File: config.mk
export PLATFORM = sky130hd
export DESIGN_NAME = sparse_pos_loader
export DESIGN_NICKNAME = d
export VERILOG_FILES = /design/src/rtl/sparse_pos_loader_pkg.sv /design/src/rtl/sparse_pos_loader_mem.sv /design/src/rtl/sparse_pos_loader.sv
export SDC_FILE = /design/constraint.sdc
export NUM_CORES = 2
export LEC_CHECK = 0
export ABC_AREA = 1
export CAP_MARGIN = 20
export CORE_MARGIN = 1
export CORE_UTILIZATION = 40
export DETAILED_ROUTE_END_ITERATION = 10
export PLACE_DENSITY = 0.7
export SYNTH_ARGS = -nofsm -noshare
export SYNTH_HDL_FRONTEND = slang
export SYNTH_SLANG_ARGS = --single-unit
File: constraint.sdc
create_clock -name clk -period 5.2 [get_ports clk]
set_input_delay 1.04 -clock clk [delete_from_list [all_inputs] [get_ports clk]]
set_output_delay 1.04 -clock clk [all_outputs]
set_load 0.01 [all_outputs]
File: src/rtl/sparse_pos_loader_pkg.sv
// Shared constants and op codes for the sparse position RAM loader.
package sparse_pos_loader_pkg;

  localparam int LANES  = 8;
  localparam int POS_W  = 16;
  localparam int DEPTH  = 75;
  localparam int ADDR_W = $clog2(DEPTH);
  localparam int CNT_W  = $clog2(DEPTH + 1);
  localparam int LANE_W = $clog2(LANES);
  localparam int DATA_W = LANES * POS_W;

  // Tag bit OR-ed with the slot index to mark a padding entry.
  localparam logic [POS_W-1:0] DUMMY_MARK = {1'b1, {(POS_W-1){1'b0}}};

  typedef enum logic [1:0] {
    OP_WRITE = 2'b00,
    OP_READ  = 2'b01,
    OP_FILL  = 2'b10,
    OP_RSVD  = 2'b11
  } op_e;

endpackage

File: src/rtl/sparse_pos_loader_mem.sv
// Single-port position RAM with one-cycle registered read.
module mem_single #(
  parameter int WIDTH  = 16,
  parameter int DEPTH  = 75,
  parameter int ADDR_W = $clog2(DEPTH)
) (
  input  logic              clk,
  input  logic              en_i,
  input  logic              we_i,
  input  logic [ADDR_W-1:0] addr_i,
  input  logic [WIDTH-1:0]  wdata_i,
  output logic [WIDTH-1:0]  rdata_o
);

  logic [WIDTH-1:0] mem [DEPTH];

  // Write on we, otherwise register the addressed word for the next cycle.
  // NOTE: the array has no reset so it maps onto RAM macros; contents survive rst_n.
  always_ff @(posedge clk) begin
    if (en_i) begin
      if (we_i) mem[addr_i] <= wdata_i;
      else      rdata_o     <= mem[addr_i];
    end
  end

endmodule

File: src/rtl/sparse_pos_loader.sv
// Command-driven writer/reader/padder for the sparse-polynomial position RAM.
module sparse_pos_loader
  import sparse_pos_loader_pkg::*;
(
  input  logic              clk,
  input  logic              rst_n,
  input  logic              cmd_valid_i,
  output logic              cmd_ready_o,
  input  logic [1:0]        cmd_op_i,
  input  logic [ADDR_W-1:0] cmd_addr_i,
  input  logic [DATA_W-1:0] cmd_data_i,
  output logic              rsp_valid_o,
  input  logic              rsp_ready_i,
  output logic [DATA_W-1:0] rsp_data_o,
  output logic [CNT_W-1:0]  rsp_count_o,
  output logic              rsp_err_o,
  output logic              busy_o
);

  typedef enum logic [2:0] {
    ST_IDLE, ST_WRITE, ST_READ, ST_RDRAIN, ST_FILL, ST_RESP
  } state_e;

  // Slot arithmetic is one bit wider than the address so addr+j never wraps.
  localparam logic [ADDR_W:0] DEPTH_X = (ADDR_W+1)'(DEPTH);
  localparam logic [ADDR_W:0] LANES_X = (ADDR_W+1)'(LANES);

  state_e             state_q, state_d;
  logic [ADDR_W-1:0]  base_q, base_d;
  logic [CNT_W-1:0]   cnt_q, cnt_d;
  logic [CNT_W-1:0]   idx_q, idx_d;
  logic [DATA_W-1:0]  data_q, data_d;
  logic [DATA_W-1:0]  rsp_data_q, rsp_data_d;
  logic [CNT_W-1:0]   rsp_count_q, rsp_count_d;
  logic               rsp_err_q, rsp_err_d;

  logic               mem_en, mem_we;
  logic [ADDR_W-1:0]  mem_addr;
  logic [POS_W-1:0]   mem_wdata, mem_rdata;

  logic [ADDR_W:0]    room, k_rw, slot;
  logic [LANE_W-1:0]  lane_sel, cap_sel;
  op_e                op;

  assign op       = op_e'(cmd_op_i);
  assign room     = DEPTH_X - {1'b0, cmd_addr_i};
  assign k_rw     = (room > LANES_X) ? LANES_X : room;
  assign slot     = {1'b0, base_q} + (ADDR_W+1)'(idx_q);
  assign lane_sel = LANE_W'(idx_q);
  assign cap_sel  = LANE_W'(idx_q - CNT_W'(1));
  assign mem_addr = ADDR_W'(slot);

  mem_single #(.WIDTH(POS_W), .DEPTH(DEPTH), .ADDR_W(ADDR_W)) u_mem (
    .clk     (clk),
    .en_i    (mem_en),
    .we_i    (mem_we),
    .addr_i  (mem_addr),
    .wdata_i (mem_wdata),
    .rdata_o (mem_rdata)
  );

  // Next-state, lane mux/demux, RAM control and response accumulation.
  // NOTE: every variable gets a default first so no path leaves one unassigned (no latches).
  always_comb begin
    state_d     = state_q;
    base_d      = base_q;
    cnt_d       = cnt_q;
    idx_d       = idx_q;
    data_d      = data_q;
    rsp_data_d  = rsp_data_q;
    rsp_count_d = rsp_count_q;
    rsp_err_d   = rsp_err_q;
    mem_en      = 1'b0;
    mem_we      = 1'b0;
    mem_wdata   = '0;

    unique case (state_q)
      ST_IDLE: begin
        if (cmd_valid_i) begin
          base_d     = cmd_addr_i;
          data_d     = cmd_data_i;
          idx_d      = '0;
          rsp_data_d = '0;
          if (({1'b0, cmd_addr_i} >= DEPTH_X) || (op == OP_RSVD)) begin
            rsp_count_d = '0;
            rsp_err_d   = 1'b1;
            state_d     = ST_RESP;
          end else if (op == OP_FILL) begin
            cnt_d       = CNT_W'(room);
            rsp_count_d = CNT_W'(room);
            rsp_err_d   = 1'b0;
            state_d     = ST_FILL;
          end else begin
            cnt_d       = CNT_W'(k_rw);
            rsp_count_d = CNT_W'(k_rw);
            rsp_err_d   = (k_rw < LANES_X);
            state_d     = (op == OP_WRITE) ? ST_WRITE : ST_READ;
          end
        end
      end
      ST_WRITE: begin
        mem_en    = 1'b1;
        mem_we    = 1'b1;
        mem_wdata = data_q[int'(lane_sel)*POS_W +: POS_W];
        rsp_data_d[int'(lane_sel)*POS_W +: POS_W] = mem_wdata;
        idx_d = idx_q + CNT_W'(1);
        if (idx_q == cnt_q - CNT_W'(1)) state_d = ST_RESP;
      end
      ST_READ: begin
        mem_en = 1'b1;
        // The word issued last cycle arrives now; it belongs to the previous lane.
        if (idx_q != '0) rsp_data_d[int'(cap_sel)*POS_W +: POS_W] = mem_rdata;
        idx_d = idx_q + CNT_W'(1);
        if (idx_q == cnt_q - CNT_W'(1)) state_d = ST_RDRAIN;
      end
      ST_RDRAIN: begin
        rsp_data_d[int'(cap_sel)*POS_W +: POS_W] = mem_rdata;
        state_d = ST_RESP;
      end
      ST_FILL: begin
        mem_en    = 1'b1;
        mem_we    = 1'b1;
        mem_wdata = DUMMY_MARK | POS_W'(slot);
        idx_d     = idx_q + CNT_W'(1);
        if (idx_q == cnt_q - CNT_W'(1)) state_d = ST_RESP;
      end
      ST_RESP: begin
        if (rsp_ready_i) begin
          rsp_data_d  = '0;
          rsp_count_d = '0;
          rsp_err_d   = 1'b0;
          state_d     = ST_IDLE;
        end
      end
      default: state_d = ST_IDLE;
    endcase
  end

  // State and response registers; reset aborts any command in flight.
  // NOTE: sequential state uses non-blocking assignments so all flops update together.
  always_ff @(posedge clk or negedge rst_n) begin
    if (!rst_n) begin
      state_q     <= ST_IDLE;
      base_q      <= '0;
      cnt_q       <= '0;
      idx_q       <= '0;
      data_q      <= '0;
      rsp_data_q  <= '0;
      rsp_count_q <= '0;
      rsp_err_q   <= 1'b0;
    end else begin
      state_q     <= state_d;
      base_q      <= base_d;
      cnt_q       <= cnt_d;
      idx_q       <= idx_d;
      data_q      <= data_d;
      rsp_data_q  <= rsp_data_d;
      rsp_count_q <= rsp_count_d;
      rsp_err_q   <= rsp_err_d;
    end
  end

  assign cmd_ready_o = (state_q == ST_IDLE);
  assign rsp_valid_o = (state_q == ST_RESP);
  assign busy_o      = (state_q != ST_IDLE);
  assign rsp_data_o  = rsp_data_q;
  assign rsp_count_o = rsp_count_q;
  assign rsp_err_o   = rsp_err_q;

endmodule

==> results.md <==
- The flow ran to the end, and the final reports show no timing, DRC or antenna violations.
- On the final layout, the worst clock skew is 0.0262 ns.
- In this run the vertical extent of the chip is 413 um.
- The period utilization is 0.816.
- Among all flip-flop cells after synthesis, the most frequent one is edfxtp_1.
- The highest net fanout along the worst path is 26.
- Summing all flip-flop and latch instances after layout gives 43700 sq um.
- The post-layout minimum cycle time is 4.24 ns.
- For this block, the via count after detailed routing is 52.5k.
- In this run the post-CTS setup repair buffer count came out at 0.
- The proportion of netlist area held by the largest area contributor is 0.540.
- By instance count, the leading cell after synthesis is nand2_1.
- The cell at the root of the clock tree is clkbuf_16.
- The critical path endpoint category is a flip-flop.
- Across the VDD grid, the largest voltage drop is 0.000382 V.
- The net count after synthesis is 7466.
- Summing all placed instances gives a cell area of 73300 sq um.
- The TritonCTS sink count is 1504.
- The setup path with the least slack is of type reg2reg.
- In this run the worst setup path begins at idx_q[0].
- STA puts the critical path data required time at 5.68 ns.
- After synthesis, the mean cell area works out to 9.26 sq um.
- The clock insertion delay at the later pin of the skew report is 0.80 ns.
- The number of flops mapped to enable cells by yosys is 1216.
- After detailed routing, the number of vias per cell comes to 5.33.
- The die covers 171000 sq um.
- The routed wire length is 209000 um.
- The first TritonRoute pass finished after 7 iterations.
- For this design the top-level I/O count stands at 280.
- The initial antenna violation count is 4.
- The count of final max-slew check failures was 0.
- After the last flow step, the layout net total stands at 7684.
- The biggest area contributor in the post-synthesis netlist is edfxtp_1.
- The analysis attributes to cell leakage a power of 31.0 nW.
- Dividing the detail-routed wire length by the instance count gives 21.2 um.
- The number of hold buffers added after CTS is 0.
- Derived from the worst setup path, the maximum achievable clock frequency is 236 MHz.
- The starting density of the core is 0.404.
- The maximum level of the CTS H-tree is 4.
- The number of hold violations in the final report is 0.
- The total overflow left after global routing is 0.
- The number of maximum-capacitance violations is 0.
- The via count of the first global-routing pass is 49.6k.
- Yosys attributes the largest share of cell area to edfxtp_1 (54%), nand2_1 (22%), dfrtp_1 (11%), o21ai_0 (1.8%), nand3_1 (1.7%).
- Setup total negative slack on the finished layout was measured at 0 ns.
- The post-detailed-route DRC marker count is 0.
- Summing all non-filler instances in the final layout gives an area of 78300 sq um.
- The core box area is 167000 sq um.
- The horizontal die dimension is 413 um.
- The launch instance of the worst register-to-register path is idx_q[0].
- The count of nets left with antenna violations once routing finished came out at 0.
- The last weighted congestion value of the routability-driven placer is 0.951.
- At the pin with the least slew margin, the transition time is 1.17 ns.
- The half-perimeter wire length after detailed placement is 129000 um.
- The synthesis-stage register bit count is 1504.
- From synthesis to final layout, the design area changed by 15.9%.
- For this design the ratio of total power to cell area is 309 nW/um^2.
- In the synthesized netlist, the number of instances is 7304.
- The first global-routing pass estimated 310000 um of wire.
- The floorplan has 150 rows.
- The maximum count of clock buffers along a single path is 3.
- The multi-input gate area in the final layout is 21400 sq um.
- The pin count of the biggest net entering global routing is 194.
- The first routing iteration left 7164 violations.
- The Yosys step of the flow raised 0 warnings.
- The launching element type of the critical path is a flip-flop.
- Counting instances in the post-synthesis netlist gives the leading cell types as nand2_1 (4046), edfxtp_1 (1216), dfrtp_1 (288), o21ai_0 (245), nand3_1 (227).
- Once the clock tree was built, the resizer swapped 0 gates to a different size.
- Of the synthesized area, sequential elements account for 0.647.
- The class of the worst hold path is in2async.
- The total CTS buffers is 156.
- For the worst setup path, the data arrival time is 4.72 ns.
- Setup violations remaining at the end of the flow were counted as 0.
- The clock slew at the register clock pins of the worst setup and hold paths is 0.06 ns.
- The share of layout cells above drive strength 1 is 0.0631.
- Setup repair after global routing left no endpoint under its margin.
- The summed instance area of the synthesized netlist is 67600 sq um.
- The aggregate global-route resource usage is 0.240.
- The tightest slew margin relative to the limit is 0.219.
- The count of different cell masters after synthesis is 45.
- The number of buffers added on ports is 279.
- The number of fillers in the final layout is 15.4k.
- The CTS tree is yes.
- The proportion of register bits with asynchronous set or reset after synthesis is 0.191.
## state kept, by name, summed over array words and instances (netlist names)
name           flops
base_q             7
cnt_q              7
data_q           128
idx_q              7
rsp_count_o        7
rsp_data_o       128
rsp_err_o          1
state_q            3
u_mem.mem       1200
u_mem.rdata_o     16
## cell type report
cell class | count | area share
Sequential cell | 1504 | 0.558
Multi-Input combinational cell | 5177 | 0.273
Clock inverter | 80 | 0.00917
Antenna cell | 3 | 0.0000958
Tap cell | 2204 | 0.0352
Inverter | 223 | 0.0110
Timing Repair Buffer | 460 | 0.0575
Clock buffer | 205 | 0.0554
## final timing paths
path	to	depth (start not counted)	slack [ns]
hold / removal	rsp_data_o[101]	1	0.32
min in group clk	data_q[111]	2	0.48
setup reg to reg	u_mem.mem[13][5]	12	0.96
max in group asynchronous	rsp_data_o[54]	2	3.72
setup / recovery	u_mem.mem[13][5]	12	0.96
hold reg to reg	data_q[111]	2	0.48
## critical path: stages, from the launching register on
cell     delay [ns]
dfrtp_4        0.61
ha_4           0.22
fa_4           0.45
nand2_1        0.11
nand3_1        0.08
nand2_1        0.10
nand2_2        0.31
inv_1          0.28
nand2_1        0.07
inv_1          0.56
nand2_1        0.48
nor2_1         0.34
buf_4          0.29
## cell families after synthesis
group,after synthesis,share of synthesized area
and+or+nand+nor,4614,0.265
DFF,1504,0.647
buffers and inverters,623,0.0395
AOI/OAI and AO/OA,534,0.0435
adders and majority gates,21,0.00400
xor gates and xnor gates,8,0.00104
## metal layers
layer  share of wire  vias to the layer above  GRT usage
li1                -                    24200          -
met1            0.40                    24900      0.325
met2            0.46                     2869      0.378
met3           0.096                      490     0.0441
met4           0.045                        2      0.101
met5        0.000053                        -          0
## power breakdown
group	leakage (nW)	switching (mW)	internal, mW
Clock	2.47	4.73	6.42
Combinational	17.1	0.0918	0.101
Sequential	11.4	0	12.9
Total	31.0	4.82	19.4
## per-stage QoR
step | worst slack, ns | power, mW | utilization | instances | hold slack, ns
after floorplan | 0.740 | 13.1 | - | 7304 | 0.444
after global placement | 1.03 | 13.3 | 0.438 | 9567 | 0.457
after detailed placement | 1.06 | 13.3 | 0.438 | 9567 | 0.460
after CTS | 1.07 | 24.3 | 0.468 | 9852 | 0.317
after global routing | 0.719 | 24.8 | 0.468 | 9853 | 0.354
final | 0.959 | 24.2 | 0.468 | 9856 | 0.316
## placed cells by master (no fill, tap or decap), types with 33 or more instances in the layout
cell             instances
a21oi_1                187
buf_4                  153
clkbuf_1                33
clkbuf_16              164
clkdlybuf4s50_1        278
dfrtp_1                286
edfxtp_1              1216
inv_1                  204
nand2_1               4043
nand3_1                226
nand4_1                 74
nor2_1                 216
o21ai_0                243
(Power assumes the default switching activity.)
